--- src/rtl/cpu_clk_pkg.sv ---
// Shared encodings for the CPU clock-step controller: board mode switch
// values, controller FSM states and the mode-to-state mapping.
package cpu_clk_pkg;

  localparam logic [1:0] MODE_HALT = 2'b00;
  localparam logic [1:0] MODE_STEP = 2'b01;
  localparam logic [1:0] MODE_SLOW = 2'b10;
  localparam logic [1:0] MODE_FAST = 2'b11;

  typedef enum logic [1:0] {
    ST_IDLE = 2'b00,
    ST_STEP = 2'b01,
    ST_RUN  = 2'b10,
    ST_HALT = 2'b11
  } ctrl_state_t;

  // State the controller settles in for a given switch setting when no
  // halt is latched. Both run speeds share the RUN state.
  function automatic ctrl_state_t modeToState(input logic [1:0] m);
    ctrl_state_t s;
    case (m)
      MODE_HALT: s = ST_IDLE;
      MODE_STEP: s = ST_STEP;
      default:   s = ST_RUN;
    endcase
    return s;
  endfunction

endpackage

--- src/rtl/cpu_clk_step_debouncer.sv ---
// Push-button conditioner: 2-FF synchronizer, stability window and a
// single-cycle pulse for each accepted low-to-high level change.
module step_debouncer
  import cpu_clk_pkg::*;
#(
  parameter int DEBOUNCE = 500000
) (
  input  logic clk50Mhz,
  input  logic rstN,
  input  logic btnIn,
  output logic pressOut
);

  localparam int DB_W = (DEBOUNCE > 1) ? $clog2(DEBOUNCE) : 1;
  localparam logic [DB_W-1:0] DB_LAST = DB_W'(DEBOUNCE - 1);

  logic            btnMeta_p0;
  logic            btnSync_p1;
  logic            stableLvl;
  logic [DB_W-1:0] dbCnt;

  // Bring the raw button into the clock domain through two flops.
  always_ff @(posedge clk50Mhz or negedge rstN) begin
    if (!rstN) begin
      btnMeta_p0 <= 1'b0;
      btnSync_p1 <= 1'b0;
    end else begin
      btnMeta_p0 <= btnIn;
      btnSync_p1 <= btnMeta_p0;
    end
  end

  // Count consecutive cycles the synced level differs from the accepted
  // level; any return to the accepted level restarts the window. When the
  // window fills the new level is accepted, pulsing only on a press.
  always_ff @(posedge clk50Mhz or negedge rstN) begin
    if (!rstN) begin
      stableLvl <= 1'b0;
      dbCnt     <= '0;
      pressOut  <= 1'b0;
    end else begin
      pressOut <= 1'b0;
      if (btnSync_p1 == stableLvl) begin
        dbCnt <= '0;
      end else if (dbCnt == DB_LAST) begin
        stableLvl <= btnSync_p1;
        dbCnt     <= '0;
        pressOut  <= btnSync_p1;
      end else begin
        dbCnt <= dbCnt + 1'b1;
      end
    end
  end

endmodule

--- src/rtl/cpu_clk_step_ctrl.sv ---
// CPU execution-rate sequencer. Produces a one-cycle enable strobe (cpuEn)
// from the 50 MHz board clock in halt, single-step, slow-run and fast-run
// modes, with a CPU-driven halt latch. No derived clocks are generated.
// Optional build macro STEP_COUNT_EN adds a 32-bit strobe counter on
// stepCount; without it stepCount is tied to zero.
module cpu_clk_step_ctrl
  import cpu_clk_pkg::*;
#(
  parameter int FAST_DIV = 100000,
  parameter int SLOW_DIV = 25000000,
  parameter int DEBOUNCE = 500000,
  parameter int CNT_W    = 27
) (
  input  logic        clk50Mhz,
  input  logic        rstN,
  input  logic [1:0]  mode,
  input  logic        stepBtn,
  input  logic        cpuHalt,
  output logic        cpuEn,
  output logic        tickLed,
  output logic        halted,
  output logic [1:0]  state,
  output logic [31:0] stepCount
);

  localparam logic [CNT_W-1:0] FAST_LAST = CNT_W'(FAST_DIV - 1);
  localparam logic [CNT_W-1:0] SLOW_LAST = CNT_W'(SLOW_DIV - 1);

  logic [1:0]       modeMeta_p0;
  logic [1:0]       modeSync_p1;
  logic [1:0]       modeReg_p2;
  logic             modeChg;
  ctrl_state_t      curState;
  ctrl_state_t      nextState;
  logic             haltLatch;
  logic             nextHalt;
  logic [CNT_W-1:0] divCnt;
  logic [CNT_W-1:0] divLast;
  logic             pressOut;
  logic             runDue;
  logic             stepDue;
  logic             strobeDue;

  step_debouncer #(
    .DEBOUNCE (DEBOUNCE)
  ) uDebounce (
    .clk50Mhz (clk50Mhz),
    .rstN     (rstN),
    .btnIn    (stepBtn),
    .pressOut (pressOut)
  );

  // Synchronize the mode switch and keep a registered copy for change detect.
  always_ff @(posedge clk50Mhz or negedge rstN) begin
    if (!rstN) begin
      modeMeta_p0 <= MODE_HALT;
      modeSync_p1 <= MODE_HALT;
      modeReg_p2  <= MODE_HALT;
    end else begin
      modeMeta_p0 <= mode;
      modeSync_p1 <= modeMeta_p0;
      modeReg_p2  <= modeSync_p1;
    end
  end

  assign modeChg = (modeSync_p1 != modeReg_p2);
  assign divLast = (modeReg_p2 == MODE_FAST) ? FAST_LAST : SLOW_LAST;

  // The strobe slot is dropped on a mode change (the counter restarts) and
  // when the CPU asks to halt in the same cycle. The guard on cpuEn keeps
  // strobes from ever landing on adjacent cycles.
  assign runDue    = (curState == ST_RUN) && !modeChg && !cpuHalt && (divCnt == divLast);
  assign stepDue   = pressOut && ((curState == ST_STEP) || (curState == ST_HALT));
  assign strobeDue = (runDue || stepDue) && !cpuEn;

  // FSM state and halt latch registers.
  always_ff @(posedge clk50Mhz or negedge rstN) begin
    if (!rstN) begin
      curState  <= ST_IDLE;
      haltLatch <= 1'b0;
    end else begin
      curState  <= nextState;
      haltLatch <= nextHalt;
    end
  end

  // Next-state logic: HALT is left only by a mode change; RUN drops into
  // HALT whenever the CPU raises its halt request.
  always_comb begin
    nextState = curState;
    nextHalt  = haltLatch;
    case (curState)
      ST_HALT: begin
        if (modeChg) begin
          nextHalt  = 1'b0;
          nextState = modeToState(modeSync_p1);
        end
      end
      ST_RUN: begin
        if (cpuHalt) begin
          nextHalt  = 1'b1;
          nextState = ST_HALT;
        end else begin
          nextState = modeToState(modeSync_p1);
        end
      end
      default: begin
        nextState = modeToState(modeSync_p1);
      end
    endcase
  end

  // Divide counter: runs 0..DIV-1 only in RUN, otherwise parked at zero,
  // and restarts from zero after any mode change.
  always_ff @(posedge clk50Mhz or negedge rstN) begin
    if (!rstN) begin
      divCnt <= '0;
    end else if (modeChg || (curState != ST_RUN) || cpuHalt || (divCnt == divLast)) begin
      divCnt <= '0;
    end else begin
      divCnt <= divCnt + 1'b1;
    end
  end

  // Registered strobe and the LED that toggles once per strobe.
  always_ff @(posedge clk50Mhz or negedge rstN) begin
    if (!rstN) begin
      cpuEn   <= 1'b0;
      tickLed <= 1'b0;
    end else begin
      cpuEn   <= strobeDue;
      tickLed <= tickLed ^ cpuEn;
    end
  end

  assign halted = haltLatch;
  assign state  = curState;

`ifdef STEP_COUNT_EN
  logic [31:0] stepCnt;

  // Free-running count of issued strobes, wrapping naturally at 2^32.
  always_ff @(posedge clk50Mhz or negedge rstN) begin
    if (!rstN) begin
      stepCnt <= '0;
    end else if (cpuEn) begin
      stepCnt <= stepCnt + 32'd1;
    end
  end

  assign stepCount = stepCnt;
`else
  assign stepCount = '0;
`endif

endmodule
--- config.mk ---
export PLATFORM = sky130hd
export DESIGN_NAME = cpu_clk_step_ctrl
export DESIGN_NICKNAME = d
export VERILOG_FILES = /design/src/rtl/cpu_clk_pkg.sv /design/src/rtl/cpu_clk_step_debouncer.sv /design/src/rtl/cpu_clk_step_ctrl.sv
export SDC_FILE = /design/constraint.sdc
export NUM_CORES = 1
export LEC_CHECK = 0
export CAP_MARGIN = 25
export CORE_AREA = 2 2 94 96
export CTS_CLUSTER_SIZE = 12
export DETAILED_ROUTE_END_ITERATION = 10
export DIE_AREA = 0 0 96 98
export GPL_ROUTABILITY_DRIVEN = 0
export GPL_TIMING_DRIVEN = 0
export PLACE_DENSITY = 0.68
export SKIP_LAST_GASP = 1
export SLEW_MARGIN = 10
export SYNTH_ARGS = -nofsm -noshare
export SYNTH_HDL_FRONTEND = slang
export SYNTH_SLANG_ARGS = --single-unit
--- constraint.sdc ---
create_clock -name clk50Mhz -period 3.79 [get_ports clk50Mhz]
set_input_delay 0.758 -clock clk50Mhz [delete_from_list [all_inputs] [get_ports clk50Mhz]]
set_output_delay 0.758 -clock clk50Mhz [all_outputs]
set_load 0.02 [all_outputs]
Word-level counts from Yosys, hierarchy flattened. Cells that the tools add are included.

Logic and storage cells: 59. Output and inout port bits: 37. Flip-flop bits (word level): 61. Input bits: 6.

Equal/unequal tests: 12. Multiplexer cells: 13. Add/sub/neg operators: 2. Bitwise logic cells: 2. Reductions and logical operators: 17.

Operators with widths (number): 19-bit two-way mux (2); 27-bit by 1-bit adder with 27-bit output (second input constant) (1); 27-bit by 25-bit == test with 1-bit output (1); 27-bit two-way mux (1); 25-bit two-way mux (1); 19-bit by 1-bit adder with 19-bit output (second input constant) (1); 19-bit == test (second input constant) (1); 2-bit case mux with 2 select lines (2); 2-bit == test (second input constant) (3); 2-bit inequality test (second input constant) (3); 1-bit logical AND (5); 1-bit logical OR (5); 2-bit by 1-bit == test with 1-bit output (second input constant) (2); 1-bit two-way mux (4); 2-bit two-way mux (2); 1-bit zero test (3); 3-bit AND reduction (1); 2-bit zero test (1); 2-bit inequality test (1); 1-bit case mux with 2 select lines (1); 2-bit AND reduction (1); 2-bit nonzero test (1); 1-bit == test (1); 1-bit inverter (1); 1-bit bitwise XOR (1).

Depth between registers and ports, before layout. Gate-level depths: netlist of the first run.

Word-level depth: 7. Mapped depth: 7. Depth with buffers taken out: 5.

Modules after synthesis. Synthesis of the first run repeated with hierarchy kept, for this count alone.

Cells, all modules: 332. Area total of the unflattened synthesis: 3298.2 sq um.

Modules (own cells, without submodules): cpu_clk_step_ctrl (area an instance 2179.6 sq um, instances 1, cells each 222); step_debouncer (area an instance 1118.6 sq um, instances 1, cells each 110).

Worst setup path after synthesis of the first run. No wires, ideal clock.

Kind: register -> register. From: register divCnt[0]. To: register divCnt[26]. Cell stages (with the launch flop): 7. Buffers on the path: 1. Arrival time: 1.709 ns. Clock period less this slack: 1.798 ns. Library setup time: 0.090 ns. Path slack: 1.992 ns. Path through: dfrtp_1 > ha_1 > and3_1 > buf_2 > nand2_1 > or4_1 > a211oi_2.

Word-level cells in the longest chain between the ends: 3. Elaborated cells on any way between the ends: 4.

RTL lines: start: declaration (RTL line cpu_clk_step_ctrl.sv:37) `logic [CNT_W-1:0] divCnt;`; start signal: assignment (RTL line cpu_clk_step_ctrl.sv:121) `divCnt <= divCnt + 1'b1;`; parallel branches: the longest is 2 deep, another holds 27-bit by 1-bit adder with 27-bit output; 27-bit two-way mux (*) (RTL line cpu_clk_step_ctrl.sv:118) `end else if (modeChg || (curState != ST_RUN) || cpuHalt || (divCnt == divLast)) begin`.

Every way passes the cells marked *. A chain may end at the register's enable or synchronous reset.

Worst setup path in the final report of the first run.
From: input port cpuHalt. To: register divCnt[23].

Word-level cells in the longest chain between the ends: 3.

RTL lines: start: declaration (RTL line cpu_clk_step_ctrl.sv:18) `input logic cpuHalt,`; 1-bit logical OR (2 in a row) (RTL line cpu_clk_step_ctrl.sv:118); 27-bit two-way mux (RTL line cpu_clk_step_ctrl.sv:118).

Every way passes these cells.

==> results of run 1 <==
[cell families after synthesis]
logic type | Yosys count
flip-flops | 61
XOR/XNOR | 30
AO/OA/AOI/OAI | 41
multiplexers | 2
buffers and inverters | 50
adder cells (fa/ha/maj) | 2
AND/OR/NAND/NOR | 135
other | 1
[cell type report]
cell class | instances | area (um2)
Timing Repair Buffer | 10 | 97.6
Buffer | 44 | 309
Sequential cell | 61 | 1530
Clock buffer | 11 | 151
Fill cell | 796 | 4570
Multi-Input combinational cell | 242 | 1570
Inverter | 6 | 22.5
Tap cell | 108 | 135
Clock inverter | 5 | 82.6
[critical path, stage by stage]
cell and delay (ns):
clkdlybuf4s50_1 0.44, nor2_1 0.11, nand4_1 0.46, clkbuf_1 0.38, a211oi_1 0.27
[power by group]
group / switching [mW] / total [mW] / internal (mW)
Sequential: 0.0146 / 0.678 / 0.664
Clock: 0.265 / 0.672 / 0.407
Combinational: 0.0708 / 0.119 / 0.0484
Total: 0.350 / 1.47 / 1.12
[registers in the layout, summed over array words and instances, names as in the netlist, 2 cells and up]
name / count
state: 2
modeSync_p1: 2
uDebounce.dbCnt: 19
modeReg_p2: 2
divCnt: 27
modeMeta_p0: 2
[cell usage after synthesis]
master	number
and4_1	7
buf_4	34
a21o_1	1
a211oi_1	11
or4_1	11
buf_2	7
and3_1	3
nor4_1	6
dfrtp_1	61
xnor2_1	16
nor4b_1	5
o2bb2ai_1	1
o21ai_0	7
and2_1	4
nand4b_1	3
a22o_1	1
and3b_1	1
mux2_2	2
nor4bb_1	1
nor2_1	17
and4_2	1
ha_1	2
o31ai_4	1
inv_1	6
o31ai_1	11
nand4_1	9
xor2_1	14
buf_6	1
a211oi_2	1
clkbuf_1	2
nand4_4	2
nor3b_1	1
a21oi_1	6
nand3_1	17
or4b_1	1
a221oi_4	1
or3_1	7
nor3_1	18
nand3b_1	1
conb_1	1
nand4_2	2
nand2_1	18
[layer usage]
layer	wire (um)	global-route usage, %
met5	0	0
met4	76	6.59
met3	254	3.24
met2	3070	22.8
met1	3230	22.5
[worst max path at each step]
stage,startpoint,to,slack (ns),cells past startpoint
finish,cpuHalt,divCnt[23],1.60,5
global route,cpuHalt,divCnt[1],1.44,5
CTS,state[0],state[0],1.59,1
detailed placement,cpuHalt,divCnt[25],1.24,5
global placement,rstN,uDebounce.dbCnt[9],0.03,1
floorplan,divCnt[0],divCnt[26],1.99,6
[stage by stage]
stage	util [%]	cells	cell area, um2
after detailed placement	43.2	471	3660
after global routing	46.0	487	3890
after CTS	46.0	487	3890
after global placement	43.3	471	3660
final	46.0	487	3890
after floorplan	-	353	3430
==> impl_metrics.tcl, run 1 <==
set metrics [dict create \
    clk-insertion-delay-late_ns 0.34 \
    yosys.cell_types.count 42 \
    setup_tns_ns 0 \
    yosysTopAreaCellShare_pct 46.1 \
    io_pins 43 \
    synth.area.top_cells "dfrtp_1 46%, buf_4 7.7%, xnor2_1 4.2%" \
    yosys.area_share.adder_pct 0.756 \
    die_height_um 98 \
    maxSlewViolCount 0 \
    yosys.area.top_type "dfrtp_1" \
    hold_violations 0 \
    cts_buffer_depth 2 \
    holdPathEnd "uDebounce.btnSync_p1" \
    synth_simple_gate_area_share_pct 24.9 \
    place_hpwl_um 4440 \
    initial_utilization_pct 39.1 \
    grt_pass1_wl_um 11800 \
    fin_crit_sh_pct 57.8 \
    end_kind "register" \
    rsz0062_at_grt "no" \
    ctsHoldBuffers 0 \
    clock.fmax_ghz 0.456 \
    netlist_area_um2 3310 \
    ctsResizeCount 0 \
    synth_compound_area_share_pct 9.52 \
    worstPathRequired_ns 4.03 \
    fin_skew_ns 0.0124 \
    relSlewSlack_pct 48.7 \
    outcome "complete, no violations" \
    firstDrtPassIters 4 \
    max_slew.worst_pin.slew_ns 0.769 \
    die_w_um 96 \
    die_area_um2 9410 \
    root_buffer "clkbuf_8" \
    syn-instance-count 322 \
    insertedDiodeCount 0 \
    antenna_found_initial 0 \
    rr_startpoint "divCnt[0]" \
    grt_max_degree 62 \
    wl_um 6630 \
    worstSetupPathType "input pin to register" \
    core-area_um2 8470 \
    grt_pass1_vias 2457 \
    synthXorXnorAreaFrac_pct 7.94 \
    synthMuxAreaShare_pct 0.680 \
    synth_top_family_by_area "simple AND/OR/NAND/NOR gates" \
    syn_avg_cell_area_um2 10.3 \
    via_per_inst 5.13 \
    drt_iter0_markers 147 \
    fin_nets 382 \
    grt_overflow 0 \
    via_count 2500 \
    drt-wirelength-per-cell_um 13.6 \
    layout_min_cycle_time_ns 2.19 \
    critPathLaunchType "input pin" \
    seq_area_frac_synth_pct 46.1 \
    fin_ws_ns 1.60 \
    path_clk_slew_ns 0.07 \
    hold_path_class "register to register" \
    cp.arrival_ns 2.43 \
    cts_sinks 61 \
    drive_gt1_share_pct 18.2 \
    antenna_left 0 \
    path_max_fanout 10 \
    whs_ns 0.352 \
    reg2regPathDepth 7 \
    syn_to_final_growth_pct 17.6 \
    min_from "uDebounce.btnMeta_p0" \
    htreeDepth 3 \
    post_cts_buffers 0 \
    setup_viol 0 \
    dpl_worst_slack_ns 1.24 \
    maxCapViolations 0 \
    synth-seq-cells 61 \
    ir_drop_uv 358 \
    track_usage_pct 15.6 \
    r2r_setup_slack_ns 1.69 \
    yosysWarnings 0 \
    tritoncts "done" \
    power_density_nw_per_um2 377 \
    drcViolationCount 0 \
    leakage_nw 1.65 \
    r2r-end "divCnt[3]" \
    mostFrequentLayoutCell "dfrtp_1" \
    numCtsBuffers 9 \
    hold_depth 0 \
    portBuffers 10 \
    rows 34 \
    p_total_mw 1.47 \
    final_cell_mix "61 x dfrtp_1, 35 x buf_4, 32 x conb_1" \
]
(Power assumes the default switching activity.)
==> run 2, diff against run 1 <==
- clock period: 3.79 -> 2.05 ns (I/O delays scaled with it)
==> run 2 against run 1 <==
Effect of this change: count of clock-buffer cells in the layout unchanged; largest power group unchanged; critical path type is now register to register; sequential share of layout area decreased by 0.49 points; critical endpoint is now divCnt[20]; largest cell class unchanged; clock skew about the same.
==> impl_metrics.tcl, run 2 (synthesis results as in run 1) <==
set metrics [dict create \
    maxCapViolations 0 \
    antenna_found_initial 0 \
    fin_ws_ns 0.0945 \
    dpl_cell_area_um2 3660 \
    power_density_nw_per_um2 692 \
    via_per_inst 5.09 \
    switching_share_pct 24.0 \
    root_buffer "clkbuf_8" \
    grt_pass1_wl_um 11800 \
    hold_path_class "input pin to async pin" \
    drive_gt1_share_pct 20.0 \
    ir_drop_uv 667 \
    critPathLaunchType "register" \
    final_cell_count_no_fill 493 \
    mostFrequentLayoutCell "dfrtp_1" \
    clock.fmax_ghz 0.511 \
    top_regs "divCnt (27), uDebounce.dbCnt (19)" \
    cts_sinks 61 \
    drt-wirelength-per-cell_um 13.5 \
    combPwrFrac_pct 8.2 \
    firstDrtPassIters 4 \
    antenna_left 0 \
    cp.arrival_ns 2.19 \
    tritoncts "done" \
    hold_violations 0 \
    rows 34 \
    p_clk_share_pct 45.8 \
    dpl_worst_slack_ns -0.152 \
    htreeDepth 3 \
    syn_to_final_growth_pct 19.1 \
    layout_min_cycle_time_ns 1.96 \
    regMostFlops "divCnt" \
    setup_tns_ns 0 \
    placed_cells 471 \
    outcome "complete, no violations" \
    grt_pass1_vias 2468 \
    worstPathRequired_ns 2.29 \
    worstSetupPathType "register to register" \
    core-area_um2 8470 \
    numCtsBuffers 9 \
    die_w_um 96 \
    max_slew.worst_pin.slew_ns 0.756 \
    place_hpwl_um 4440 \
    ctsHoldBuffers 0 \
    p_int_mw 2.07 \
    relSlewSlack_pct 49.6 \
    cts_buffer_depth 2 \
    path_max_fanout 10 \
    insertedDiodeCount 0 \
    leakage_nw 1.68 \
    path_clk_slew_ns 0.07 \
    initial_utilization_pct 39.1 \
    seqPwrFrac_pct 46.0 \
    portBuffers 10 \
    via_count 2509 \
    track_usage_pct 15.7 \
    fin_skew_ns 0.0122 \
    post-route-cell-area_um2 3940 \
    wl_um 6650 \
    setup_viol 0 \
    maxSlewViolCount 0 \
    clk-insertion-delay-late_ns 0.35 \
    largest_reg_flops 27 \
    p_sw_uw 653 \
    grt_max_degree 62 \
    drt_iter0_markers 147 \
    fin_crit_sh_pct 95.4 \
    drcViolationCount 0 \
    die_height_um 98 \
    r2r_setup_slack_ns 0.09 \
    fin_nets 388 \
    utilization_pct 46.6 \
    end_kind "register" \
    io_pins 43 \
    grt_overflow 0 \
    final_cell_mix "61 x dfrtp_1, 41 x buf_4, 32 x conb_1" \
    die_area_um2 9410 \
]
-- run 2: cell count changes in the layout (fill, tap and decap cells not counted), sizes merged --
cell and change:
buf +6
-- run 2: through the flow --
step | hold WS [ns] | power (mW)
4_1_cts | 0.159 | 2.75
6_report | 0.116 | 2.73
3_5_place_dp | 0.341 | 1.50
2_1_floorplan | 0.114 | 1.42
3_3_place_gp | 0.334 | 1.49
5_1_grt | 0.198 | 2.83
-- run 2: final cells by class --
cell class / count / area [um2]
multi-input combinational: 242 / 1570
buffer: 44 / 309
sequential: 61 / 1530
fill: 798 / 4520
inverter: 6 / 22.5
clock inverter: 5 / 82.6
timing repair buffer: 16 / 143
clock buffer: 11 / 151
tap: 108 / 135
-- run 2: worst paths after layout --
check | endpoint | depth (start not counted) | start
setup / recovery | divCnt[20] | 6 | divCnt[0]
hold / removal | divCnt[20] | 1 | rstN
setup reg to reg | divCnt[20] | 6 | divCnt[0]
hold reg to reg | uDebounce.btnSync_p1 | 0 | uDebounce.btnMeta_p0
max in group asynchronous | uDebounce.dbCnt[13] | 1 | rstN
min in group clk50Mhz | uDebounce.btnSync_p1 | 0 | uDebounce.btnMeta_p0
-- run 2: critical path: stages (launching register included) --
cell      delay, ns
dfrtp_1        0.40
ha_1           0.23
and3_1         0.16
buf_2          0.19
nand2_2        0.15
or4_1          0.43
a211oi_1       0.29
-- run 2: what timing repair did --
| item | 4_1_cts | 5_1_grt |
|---|---|---|
| setup buffers | 3 | 3 |
| gates cloned | 0 | 0 |
| endpoints found under the setup margin | 21 | 11 |
| pin swaps | 1 | 1 |
| resized for setup | 0 | 2 |
-- run 2: per-layer routing --
layer	wire length (um)	global-route usage (%)	up-vias
met2	3080	22.9	44
met1	3240	22.6	1221
li1	-	-	1233
met3	226	3.24	11
met5	0	0	-
met4	106	6.48	0
-- run 2: power groups by stage --
stage | Sequential [mW] | Combinational, mW | Clock, mW
6_report | 1.25 | 0.224 | 1.25
4_1_cts | 1.25 | 0.223 | 1.27
3_5_place_dp | 1.28 | 0.221 | 0
3_3_place_gp | 1.28 | 0.219 | 0
5_1_grt | 1.26 | 0.249 | 1.33
2_1_floorplan | 1.28 | 0.141 | 0
